## config.mk

```make
export PLATFORM = sky130hd
export DESIGN_NAME = pc_redirect_ctrl
export DESIGN_NICKNAME = d
export VERILOG_FILES = /design/src/rtl/cpu_types_pkg.sv /design/src/rtl/pc_target_gen.sv /design/src/rtl/pc_redirect_ctrl.sv
export SDC_FILE = /design/constraint.sdc
export NUM_CORES = 1
export LEC_CHECK = 0
export ABC_CLOCK_PERIOD_IN_PS = 5750
export BUFFER_PORTS_ARGS = -buffer_cell sky130_fd_sc_hd__buf_2
export CAP_MARGIN = 20
export CORE_ASPECT_RATIO = 0.9
export CORE_MARGIN = 4
export CORE_UTILIZATION = 53
export DETAILED_ROUTE_END_ITERATION = 6
export GPL_TIMING_DRIVEN = 0
export PLACE_DENSITY_LB_ADDON = 0.2
export SYNTH_ARGS = -nofsm -noshare
export SYNTH_HDL_FRONTEND = slang
export SYNTH_SLANG_ARGS = --single-unit
export TNS_END_PERCENT = 30
```

## constraint.sdc

```tcl
create_clock -name CLK -period 5.75 [get_ports CLK]
set_input_delay 0.8625 -clock CLK [delete_from_list [all_inputs] [get_ports CLK]]
set_output_delay 0.8625 -clock CLK [all_outputs]
set_load 0.01 [all_outputs]
```

## src/rtl/cpu_types_pkg.sv

```systemverilog
// Shared CPU types: datapath word, PC source select, branch kind and the
// redirect controller's state encoding.
package cpu_types_pkg;

  typedef logic [31:0] word_t;

  typedef enum logic [1:0] {
    PC_NPC    = 2'd0,
    PC_BRANCH = 2'd1,
    PC_JUMP   = 2'd2,
    PC_JR     = 2'd3
  } pcselect_t;

  typedef enum logic [1:0] {
    BR_NONE = 2'd0,
    BR_EQ   = 2'd1,
    BR_NE   = 2'd2
  } brkind_t;

  typedef enum logic [1:0] {
    ST_IDLE    = 2'd0,
    ST_PENDING = 2'd1,
    ST_HALTED  = 2'd2
  } rstate_t;

endpackage

```

## src/rtl/pc_target_gen.sv

```systemverilog
// EX-stage redirect decode: picks JR > J > taken branch and computes its target.
module pc_target_gen
  import cpu_types_pkg::*;
(
  input  logic        ex_valid,
  input  logic [1:0]  ex_br,
  input  logic        ex_j,
  input  logic        ex_jr,
  input  word_t       ex_npc,
  input  word_t       ex_imm,
  input  logic [25:0] ex_jaddr,
  input  word_t       ex_rdat1,
  input  logic        ex_zero,
  output logic        redirect,
  output pcselect_t   select,
  output word_t       target
);

  logic branch_taken;

  assign branch_taken = ((ex_br == BR_EQ) && ex_zero) ||
                        ((ex_br == BR_NE) && !ex_zero);

  always_comb begin
    select = PC_NPC;
    target = '0;
    if (ex_valid) begin
      if (ex_jr) begin
        select = PC_JR;
        target = ex_rdat1;
      end else if (ex_j) begin
        select = PC_JUMP;
        target = {ex_npc[31:28], ex_jaddr, 2'b00};
      end else if (branch_taken) begin
        select = PC_BRANCH;
        // offset is in words; wraps silently at 32 bits
        target = ex_npc + (ex_imm << 2);
      end
    end
  end

  assign redirect = (select != PC_NPC);

endmodule

```

## src/rtl/pc_redirect_ctrl.sv

```systemverilog
// Drives the PC control inputs from EX-stage control flow, holding a redirect
// until the PC can advance and freezing the PC after HALT.
module pc_redirect_ctrl
  import cpu_types_pkg::*;
#(
  parameter int CNT_W = 16
) (
  input  logic             CLK,
  input  logic             RST,
  input  logic             ihit,
  input  logic             stall,
  input  logic             ex_valid,
  input  logic [1:0]       ex_br,
  input  logic             ex_j,
  input  logic             ex_jr,
  input  logic             ex_halt,
  input  logic [31:0]      ex_npc,
  input  logic [31:0]      ex_imm,
  input  logic [25:0]      ex_jaddr,
  input  logic [31:0]      ex_rdat1,
  input  logic             ex_zero,
  output pcselect_t        pc_select,
  output logic [31:0]      jump_data,
  output logic             enable,
  output logic             z_fl,
  output logic [31:0]      npc,
  output logic [31:0]      rdat1,
  output logic             flush,
  output logic [CNT_W-1:0] redirect_count
);

  rstate_t          state_reg, state_next;
  pcselect_t        pend_sel_reg, pend_sel_next;
  word_t            pend_tgt_reg, pend_tgt_next;
  logic [CNT_W-1:0] count_reg, count_next;

  logic      adv;
  logic      apply;
  logic      dec_redirect;
  pcselect_t dec_sel;
  word_t     dec_tgt;

  assign adv = ihit & ~stall;

  pc_target_gen u_target_gen (
    .ex_valid (ex_valid),
    .ex_br    (ex_br),
    .ex_j     (ex_j),
    .ex_jr    (ex_jr),
    .ex_npc   (ex_npc),
    .ex_imm   (ex_imm),
    .ex_jaddr (ex_jaddr),
    .ex_rdat1 (ex_rdat1),
    .ex_zero  (ex_zero),
    .redirect (dec_redirect),
    .select   (dec_sel),
    .target   (dec_tgt)
  );

  always_comb begin
    state_next    = state_reg;
    pend_sel_next = pend_sel_reg;
    pend_tgt_next = pend_tgt_reg;
    count_next    = count_reg;
    pc_select     = PC_NPC;
    jump_data     = '0;
    enable        = 1'b0;
    z_fl          = 1'b0;
    flush         = 1'b0;
    apply         = 1'b0;

    case (state_reg)
      ST_IDLE: begin
        if (ex_valid && ex_halt) begin
          state_next = ST_HALTED;
        end else if (dec_redirect) begin
          pc_select = dec_sel;
          jump_data = dec_tgt;
          z_fl      = (dec_sel == PC_BRANCH);
          enable    = adv;
          flush     = adv;
          apply     = adv;
          if (!adv) begin
            pend_sel_next = dec_sel;
            pend_tgt_next = dec_tgt;
            state_next    = ST_PENDING;
          end
        end else begin
          enable = adv;
        end
      end
      ST_PENDING: begin
        // pipeline is frozen, so EX inputs are stale and ignored here
        pc_select = pend_sel_reg;
        jump_data = pend_tgt_reg;
        z_fl      = (pend_sel_reg == PC_BRANCH);
        enable    = adv;
        flush     = adv;
        apply     = adv;
        if (adv) state_next = ST_IDLE;
      end
      ST_HALTED: begin
        state_next = ST_HALTED;
      end
      default: state_next = ST_IDLE;
    endcase

    if (apply && (count_reg != {CNT_W{1'b1}})) count_next = count_reg + 1'b1;

    if (RST) begin
      pc_select = PC_NPC;
      jump_data = '0;
      enable    = 1'b0;
      z_fl      = 1'b0;
      flush     = 1'b0;
    end
  end

  always_ff @(posedge CLK) begin
    if (RST) begin
      state_reg    <= ST_IDLE;
      pend_sel_reg <= PC_NPC;
      pend_tgt_reg <= '0;
      count_reg    <= '0;
    end else begin
      state_reg    <= state_next;
      pend_sel_reg <= pend_sel_next;
      pend_tgt_reg <= pend_tgt_next;
      count_reg    <= count_next;
    end
  end

  assign npc            = ex_npc;
  assign rdat1          = (pc_select == PC_JR) ? jump_data : ex_rdat1;
  assign redirect_count = count_reg;

endmodule

```

# After elaboration in Yosys (flattened, before gate mapping)
# Index checks and enable logic that the tools add are counted.
[word_totals]
elab_cells = 64
regBits = 52
in_bits = 133
latch_bits = 0
mem_bits_rw = 0
memories = 0
rom_bits = 0
out_inout_bits = 117
[op_classes]
div = 0
muxes = 33
shift = 0
add_sub_neg = 2
n_lt_le_gt_ge = 0
multipliers = 0
eq_ne = 11
reduce_logical = 10
n_bitwise = 4
[op_table]
columns = ["cell", "count"]
rows = [
  ["32-bit two-way mux", 8],
  ["32-bit one-hot mux with 2 select lines", 1],
  ["32-bit adder", 1],
  ["2-bit two-way mux", 10],
  ["16-bit by 1-bit adder with 16-bit output (second input constant)", 1],
  ["16-bit != test (second input constant)", 1],
  ["1-bit two-way mux", 9],
  ["2-bit by 1-bit equality test with 1-bit output (second input constant)", 4],
  ["2-bit equality test (second input constant)", 3],
  ["3-bit != test (second input constant)", 2],
  ["1-bit one-hot mux with 2 select lines", 3],
  ["2-bit one-hot mux with 3 select lines", 1],
  ["1-bit logical AND", 4],
  ["2-bit one-hot mux with 2 select lines", 1],
  ["4-bit AND reduction", 1],
  ["1-bit NOT", 3],
  ["3-bit AND reduction", 1],
  ["2-bit zero test", 1],
  ["2-bit != test (second input constant)", 1],
  ["2-bit nonzero test", 1],
  ["1-bit AND", 1],
  ["1-bit zero test", 1],
  ["1-bit logical OR", 1],
]

# Logic depth before layout (Yosys ltp)
# Gate-level depths: netlist of run 1.
[logic_depth]
word_depth = 14
ltp_mapped = 11

# By module
# A second synthesis of run 1 with hierarchy kept.
[hier_totals]
cells_unflattened = 780
area_unflattened_um2 = 5671.7
[modules_own_cells]
columns = ["mod", "cells_per_inst", "seq_area_each_um2", "area_per_inst_um2", "n_inst"]
rows = [
  ["pc_redirect_ctrl", 453, 1041.0, 3450.8, 1],
  ["pc_target_gen", 327, 0.0, 2220.9, 1],
]

# Worst setup path before layout of run 1
# No wires, ideal clock.
[synth_path]
path_type = "input -> output"
from = "in ex_npc[2]"
to = "out rdat1[18]"
arrival_ns = 3.223
path_slack_ns = 1.665
required_ns = 4.888
n_path_buf = 0
stages = 11
path_cell_list = "ha_1 > inv_1 > fa_1 > nor2b_1 > o2111ai_1 > a21oi_1 > o21ai_0 > and4_1 > o31ai_1 > a32oi_1 > a21oi_1"
[synth_via]
elab_chain_cells = 10
[synth_lines]
columns = ["element", "line", "rtl"]
rows = [
  ["start: declaration", "pc_redirect_ctrl.sv:17", "input logic [31:0] ex_npc,"],
  ["32-bit adder", "pc_target_gen.sv:37", "target = ex_npc + (ex_imm << 2);"],
  ["32-bit two-way mux", "pc_target_gen.sv:34", "end else if (branch_taken) begin"],
  ["32-bit two-way mux", "pc_target_gen.sv:31", "end else if (ex_j) begin"],
  ["32-bit two-way mux", "pc_target_gen.sv:28", "if (ex_jr) begin"],
  ["32-bit two-way mux", "pc_target_gen.sv:27", "if (ex_valid) begin"],
  ["32-bit two-way mux", "pc_redirect_ctrl.sv:76", "end else if (dec_redirect) begin"],
  ["32-bit two-way mux", "pc_redirect_ctrl.sv:74", "if (ex_valid && ex_halt) begin"],
  ["32-bit one-hot mux with 2 select lines", "pc_redirect_ctrl.sv:72", "case (state_reg)"],
  ["32-bit two-way mux", "pc_redirect_ctrl.sv:110", "if (RST) begin"],
  ["32-bit two-way mux", "pc_redirect_ctrl.sv:134", "assign rdat1 = (pc_select == PC_JR) ? jump_data : ex_rdat1;"],
  ["end: declaration", "pc_redirect_ctrl.sv:27", "output logic [31:0] rdat1,"],
]
# No other way between the ends.

# Worst setup path after layout of run 1
[layout_path]
from = "in ex_imm[0]"
to = "out rdat1[18]"
[layout_via]
elab_chain_cells = 10
[layout_lines]
columns = ["element", "line", "rtl"]
rows = [
  ["start: declaration", "pc_redirect_ctrl.sv:18", "input logic [31:0] ex_imm,"],
  ["32-bit adder", "pc_target_gen.sv:37", ""],
  ["32-bit two-way mux", "pc_target_gen.sv:34", ""],
  ["32-bit two-way mux", "pc_target_gen.sv:31", ""],
  ["32-bit two-way mux", "pc_target_gen.sv:28", ""],
  ["32-bit two-way mux", "pc_target_gen.sv:27", ""],
  ["32-bit two-way mux", "pc_redirect_ctrl.sv:76", ""],
  ["32-bit two-way mux", "pc_redirect_ctrl.sv:74", ""],
  ["32-bit one-hot mux with 2 select lines", "pc_redirect_ctrl.sv:72", ""],
  ["32-bit two-way mux", "pc_redirect_ctrl.sv:110", ""],
  ["32-bit two-way mux", "pc_redirect_ctrl.sv:134", ""],
]
# No other way between the ends.

==> metrics.yaml, run 1 <==
place:
  io_buffers: 246
  place_congestion: 0.984
  hpwl_um: 18000
  place_ws_ns: 0.944
drt:
  wl_per_cell_um: 18.3
  drc: 0
  drtAntennaViolNets: 0
  vias: 7645
  first_pass_iters: 6
  drtIter0Drc: 895
  viasPerCell: 6.22
  drt-total-wl_um: 22500
logic_synthesis:
  synth_compound_area_frac: 0.330
  ys.flop_type: "dfxtp_1"
  synth_adder_area_share: 0.0699
  synth_simple_gate_area_frac: 0.274
  async_reset_ff_frac: 0
  synth_warnings: 0
  synth_nets: 1008
  netlist_area_mm2: 0.00565
  ys_ff_latch: 52
  syn-instance-count: 844
  synth.distinct_cells: 71
  synth_edf_count: 0
  avgSynthCellArea_um2: 6.70
  yosysSeqAreaShare: 0.184
  synth-xor-area-share: 0.0418
  synth.area.mux_share: 0.00930
  synth_top_family_by_area: "compound AO/OA/AOI/OAI gates"
layout:
  area.growth.synth_to_final_pct: 27.4
  largest_reg_flops: 32
  mostFrequentLayoutCells: "buf_2 (249), nand2_1 (119), a21oi_1 (99)"
  drive_gt1_frac: 0.277
  final_common_cell: "buf_2"
  fin_nets: 1261
cts:
  cts.sinks: 52
  numCtsBuffers: 5
  clock_path_buffers: 2
  ctsHtreeMaxLevel: 2
  clk_pin_slew_worst_paths_ns: 0.07
  clk_latency_ns: 0.30
  ctsResizeCount: 0
  cts-root-buf: "clkbuf_16"
  hold_buffers: 0
  tritoncts: "built"
  postCtsSetupRepairBufs: 0
sta:
  layout_setup_ws_ns: 0.790
  finalCritPeriodShare: 0.863
  fin_tns_setup_ns: 0
  max_freq_mhz: 202
  maxSlewHeadroom: 0.412
  worstMarginPinSlew_ns: 0.877
  fin_crit_ns: 4.96
  fin_skew_ns: 0.00665
  hold_ws_ns: 0.458
  setup_violations: 0
  hold_viol: 0
  grt_setup_unrepaired: "no"
  final_max_slew_viol_count: 0
power_and_ir_drop:
  power_density_mw_per_mm2: 160
  switchingPower_uw: 426
  irDropWorstVdd_v: 0.000131
  power_frac_comb: 0.403
  p_sw_frac: 0.370
  power.share.sequential: 0.326
  p_int_uw: 723
  p_total_mw: 1.15
  p_leak_nw: 3.33
  clkPwrFrac: 0.271
die:
  die_width_um: 117
  core_mm2: 0.0103
  die_area_mm2: 0.0124
  ios: 250
  rows: 35
  start_util: 0.547
  dieHeight_um: 106
grt:
  antenna_found_initial: 2
  grt_use_total: 0.346
  grt_start_max_net_pins: 16
  grt_pass1_wl_um: 34300
  grt-ovfl-total: 0
  grt_pass1_vias: 6956
  busiest_layer: "met2"
  met3_usage: 0.0723
  use_met1: 0.473
  use_met2: 0.531
run:
  maxCapViolations: 0
worst_setup_path:
  crit_type: "input port to output port"
  crit_path_max_fanout: 9
  crit_slowest_cell: "a21oi_1"
  crit_path_max_incr_delay_ns: 0.59
  crit_path_start_kind: "input port"
  crit_required_ns: 4.89
  critPathArrivalTime_ns: 4.10
  endpoint_kind: "output port"
  path_cells: "buf_2 > ha_1 > inv_1 > fa_1 > nor2b_1 > o2111ai_1 > a21oi_1 > o21ai_0 > and4_1 > o31ai_1 > a32oi_1 > a21oi_1 > buf_2"
outcome:
  status: "complete, no violations"
min_path:
  min-delay-path-class: "register to register"
==> cells in the mapped netlist, drive strengths merged, types with 4 or more instances <==
cell	instances	share of area
o31ai	5	0.0066
o211ai	17	0.023
nand2	120	0.080
a211oi	8	0.011
nand3	35	0.032
and2	5	0.0055
clkbuf	45	0.030
or3	4	0.0044
inv	19	0.013
o21ai	70	0.062
nor2	87	0.058
a22oi	11	0.015
ha	30	0.066
nand4	8	0.0089
a21oi	99	0.088
o221ai	4	0.0062
nand2b	13	0.014
nor3	21	0.020
a32oi	7	0.011
xor2	11	0.017
a21boi	4	0.0053
a21o	11	0.015
buf	39	0.048
and4	4	0.0062
a22o	5	0.0077
o21a	5	0.0066
xnor2	16	0.025
dfxtp	52	0.18
a31oi	13	0.014
and3	17	0.019
==> power by group through the flow <==
stage / logic (mW) / clock network (mW) / registers (mW)
detailed placement: 0.449 / 0 / 0.382
CTS: 0.452 / 0.305 / 0.374
floorplan: 0.286 / 0 / 0.381
global placement: 0.444 / 0 / 0.382
finish: 0.463 / 0.311 / 0.375
global route: 0.506 / 0.317 / 0.375
==> cells by family after synthesis <==
family	count (synthesis)
xor+xnor	27
mux	5
flops	52
simple gates	331
fa+ha+maj	31
compound gates	294
buf+inv	104
==> metrics by stage <==
| stage | cells | area (µm²) | utilization |
|---|---|---|---|
| 2_1_floorplan | 844 | 5650 | - |
| 3_3_place_gp | 1219 | 7050 | 0.682 |
| 3_5_place_dp | 1219 | 7050 | 0.682 |
| 4_1_cts | 1227 | 7200 | 0.696 |
| 5_1_grt | 1229 | 7200 | 0.697 |
| 6_report | 1229 | 7200 | 0.697 |
==> layer usage <==
layer	up-vias	wire, µm
li1	3563	-
met1	3454	8830
met2	535	9660
met3	93	2980
met4	0	1020
met5	-	0
==> worst max-delay path, delay by kind of cell <==
family	cells	cell delay [ns]
fa+ha+maj	2	0.58
compound gates	6	1.90
buf+inv	3	0.33
simple gates	2	0.42
==> worst paths after layout <==
kind                            cells after the start        startpoint  slack (ns)           endpoint
worst min register to register                      2  pend_tgt_reg[22]        0.46   pend_tgt_reg[22]
worst max-delay path                               13         ex_imm[0]        0.79          rdat1[18]
worst max register to register                      8      state_reg[1]        2.95  redirect_count[9]
worst min-delay path                                2  pend_tgt_reg[22]        0.46   pend_tgt_reg[22]
==> final cells by class <==
cell class | instances | area [µm²]
inverters | 20 | 75.1
diodes | 2 | 5.00
plain buffers | 84 | 439
clock buffers | 7 | 143
flip-flops and latches | 52 | 1040
repair buffers | 246 | 1230
well taps | 129 | 161
multi-input cells | 688 | 4100
fillers | 1002 | 3130
clock inverters | 1 | 7.51
Note: power is estimated with default switching activity, not from simulation.
==> run 2, diff against run 1 <==
--- a/config.mk
+++ b/config.mk
@@ -9,7 +9,6 @@
 export BUFFER_PORTS_ARGS = -buffer_cell sky130_fd_sc_hd__buf_2
 export CAP_MARGIN = 20
 export CORE_ASPECT_RATIO = 0.9
-export CORE_MARGIN = 4
 export CORE_UTILIZATION = 53
 export DETAILED_ROUTE_END_ITERATION = 6
 export GPL_TIMING_DRIVEN = 0
==> run 2 against run 1 <==
Net effect:
- combinational power hardly changed
- die area down 11%
- total power decreased by 0.77%
- critical path type unchanged
- sequential power about the same
- clock skew down 0.0024 ns
==> metrics.yaml, run 2 (synthesis results as in run 1) <==
outcome:
  status: "complete, no violations"
run:
  maxCapViolations: 0  # unchanged
power_and_ir_drop:
  p_leak_nw: 3.34  # +0.10%
  irDropWorstVdd_v: 0.000136  # +4.0%
  power_density_mw_per_mm2: 159  # -0.61%
  p_total_mw: 1.14  # -0.77%
die:
  start_util: 0.549  # +0.00233
  die_area_mm2: 0.0111  # -11%
  rows: 35  # unchanged
  dieHeight_um: 100  # -5.7%
  die_width_um: 111  # -5.1%
  ios: 250  # unchanged
  core_mm2: 0.0103  # -0.42%
cts:
  ctsHtreeMaxLevel: 2  # unchanged
  tritoncts: "built"
  ctsResizeCount: 0  # unchanged
  clk_pin_slew_worst_paths_ns: 0.07  # about the same
  cts-root-buf: "clkbuf_16"
  cts.sinks: 52  # unchanged
  clk_latency_ns: 0.30  # about the same
  clock_path_buffers: 2  # unchanged
  postCtsSetupRepairBufs: 0  # unchanged
  numCtsBuffers: 5  # unchanged
  hold_buffers: 0  # unchanged
grt:
  grt-ovfl-total: 0  # unchanged
  grt_pass1_wl_um: 33500  # -2.2%
  antenna_found_initial: 0  # -2
  grt_start_max_net_pins: 17  # +1
  grt_use_total: 0.373  # +0.0275
  grt_pass1_vias: 6766  # -2.7%
min_path:
  min-delay-path-class: "register to register"
drt:
  viasPerCell: 6.21  # -0.18%
  drtAntennaViolNets: 0  # unchanged
  vias: 7619  # -0.34%
  drtIter0Drc: 784  # -12%
  first_pass_iters: 6  # unchanged
  wl_per_cell_um: 17.7  # -3.1%
  drt-total-wl_um: 21800  # -3.2%
  drc: 0  # unchanged
place:
  place_congestion: 0.993  # +0.94%
  place_ws_ns: 0.999  # +0.0552 ns
  hpwl_um: 17300  # -3.7%
  io_buffers: 246  # unchanged
  place_inst: 1219  # unchanged
  placed_area_mm2: 0.00705  # unchanged
worst_setup_path:
  r2r_setup_slack_ns: 2.93  # -0.02 ns
  crit_path_start_kind: "input port"
  critPathBufInv: 3  # unchanged
  cp_top_family: "compound AO/OA/AOI/OAI gates"
  path_cells: "buf_2 > ha_1 > inv_1 > fa_1 > nor2b_1 > o2111ai_1 > a21oi_1 > o21ai_0 > and4_1 > o31ai_1 > a32oi_1 > a21oi_1 > buf_2"
  endpoint_kind: "output port"
  crit_path_max_fanout: 9  # unchanged
  critPathArrivalTime_ns: 4.04  # -0.06 ns
  crit_path_max_incr_delay_ns: 0.61  # +0.02 ns
  crit_slowest_cell: "a21oi_1"
  crit_required_ns: 4.89  # about the same
  crit_type: "input port to output port"
sta:
  fin_skew_ns: 0.00429  # -0.00236 ns
  layout_setup_ws_ns: 0.843  # +0.0534 ns
  setup_violations: 0  # unchanged
  finalCritPeriodShare: 0.853  # -0.00928
  final_max_slew_viol_count: 0  # unchanged
  maxSlewHeadroom: 0.415  # +0.00245
  worstMarginPinSlew_ns: 0.872  # -0.00475 ns
  hold_viol: 0  # unchanged
  fin_tns_setup_ns: 0  # unchanged
  max_freq_mhz: 204  # +1.1%
  hold_ws_ns: 0.460  # +0.00199 ns
  fin_crit_ns: 4.91  # -0.0534 ns
  grt_setup_unrepaired: "no"
layout:
  fin_area_mm2: 0.00719  # -0.16%
  mostFrequentLayoutCells: "buf_2 (249), nand2_1 (119), a21oi_1 (99)"
  fin_nets: 1261  # unchanged
  area.growth.synth_to_final_pct: 27.2
  diodes: 0  # -2
  post-route-util: 0.699  # +0.00187
  largest_reg_flops: 32  # unchanged
  drive_gt1_frac: 0.278  # +0.000911
  final_common_cell: "buf_2"
  stdcell_count: 1227  # -0.16%
  fillCellCount: 974  # -2.8%
[run 2: cell types whose count changed in the layout (fill, tap and decap cells not counted), sizes merged]
cell / previous run / this run
clkbuf: 52 / 50
clkinv: 1 / 4
clkinvlp: 1 / 0
diode: 2 / 0
[run 2: worst reg2reg max path, stage by stage, from the launching register on]
cell     delay [ns]
dfxtp_1        0.29
buf_2          0.17
or4b_4         0.60
a41oi_4        0.35
nor2_2         0.10
nor4_4         0.52
nand3_2        0.21
nor3_1         0.23
xnor2_1        0.17
nor2_1         0.06
[run 2: area by class of cell]
cell class | count | area (µm²) | share of cell area
sequential | 52 | 1040 | 0.145
inverter | 20 | 75.1 | 0.0104
clock buffer | 5 | 125 | 0.0174
timing repair buffer | 246 | 1230 | 0.171
clock inverter | 3 | 18.8 | 0.00261
tap | 129 | 161 | 0.0225
multi-input combinational | 688 | 4100 | 0.570
buffer | 84 | 439 | 0.0611
[run 2: final timing paths]
kind / start / endpoint / cells past startpoint
hold reg to reg: pend_tgt_reg[26] / pend_tgt_reg[26] / 2
setup reg to reg: state_reg[1] / redirect_count[12] / 9
hold / removal: pend_tgt_reg[26] / pend_tgt_reg[26] / 2
setup / recovery: ex_npc[2] / rdat1[18] / 13
[run 2: power breakdown]
group          switching, mW  internal, mW  leakage, nW
sequential           0.00570         0.369        0.421
combinational          0.282         0.181         2.84
clock                  0.142         0.161       0.0736
[run 2: routing by layer]
layer	track usage	vias to the layer above	part of all wire
met5	0	-	0
met3	0.0737	84	0.13
met4	0.154	0	0.042
met2	0.608	556	0.43
met1	0.486	3436	0.39
li1	-	3543	-
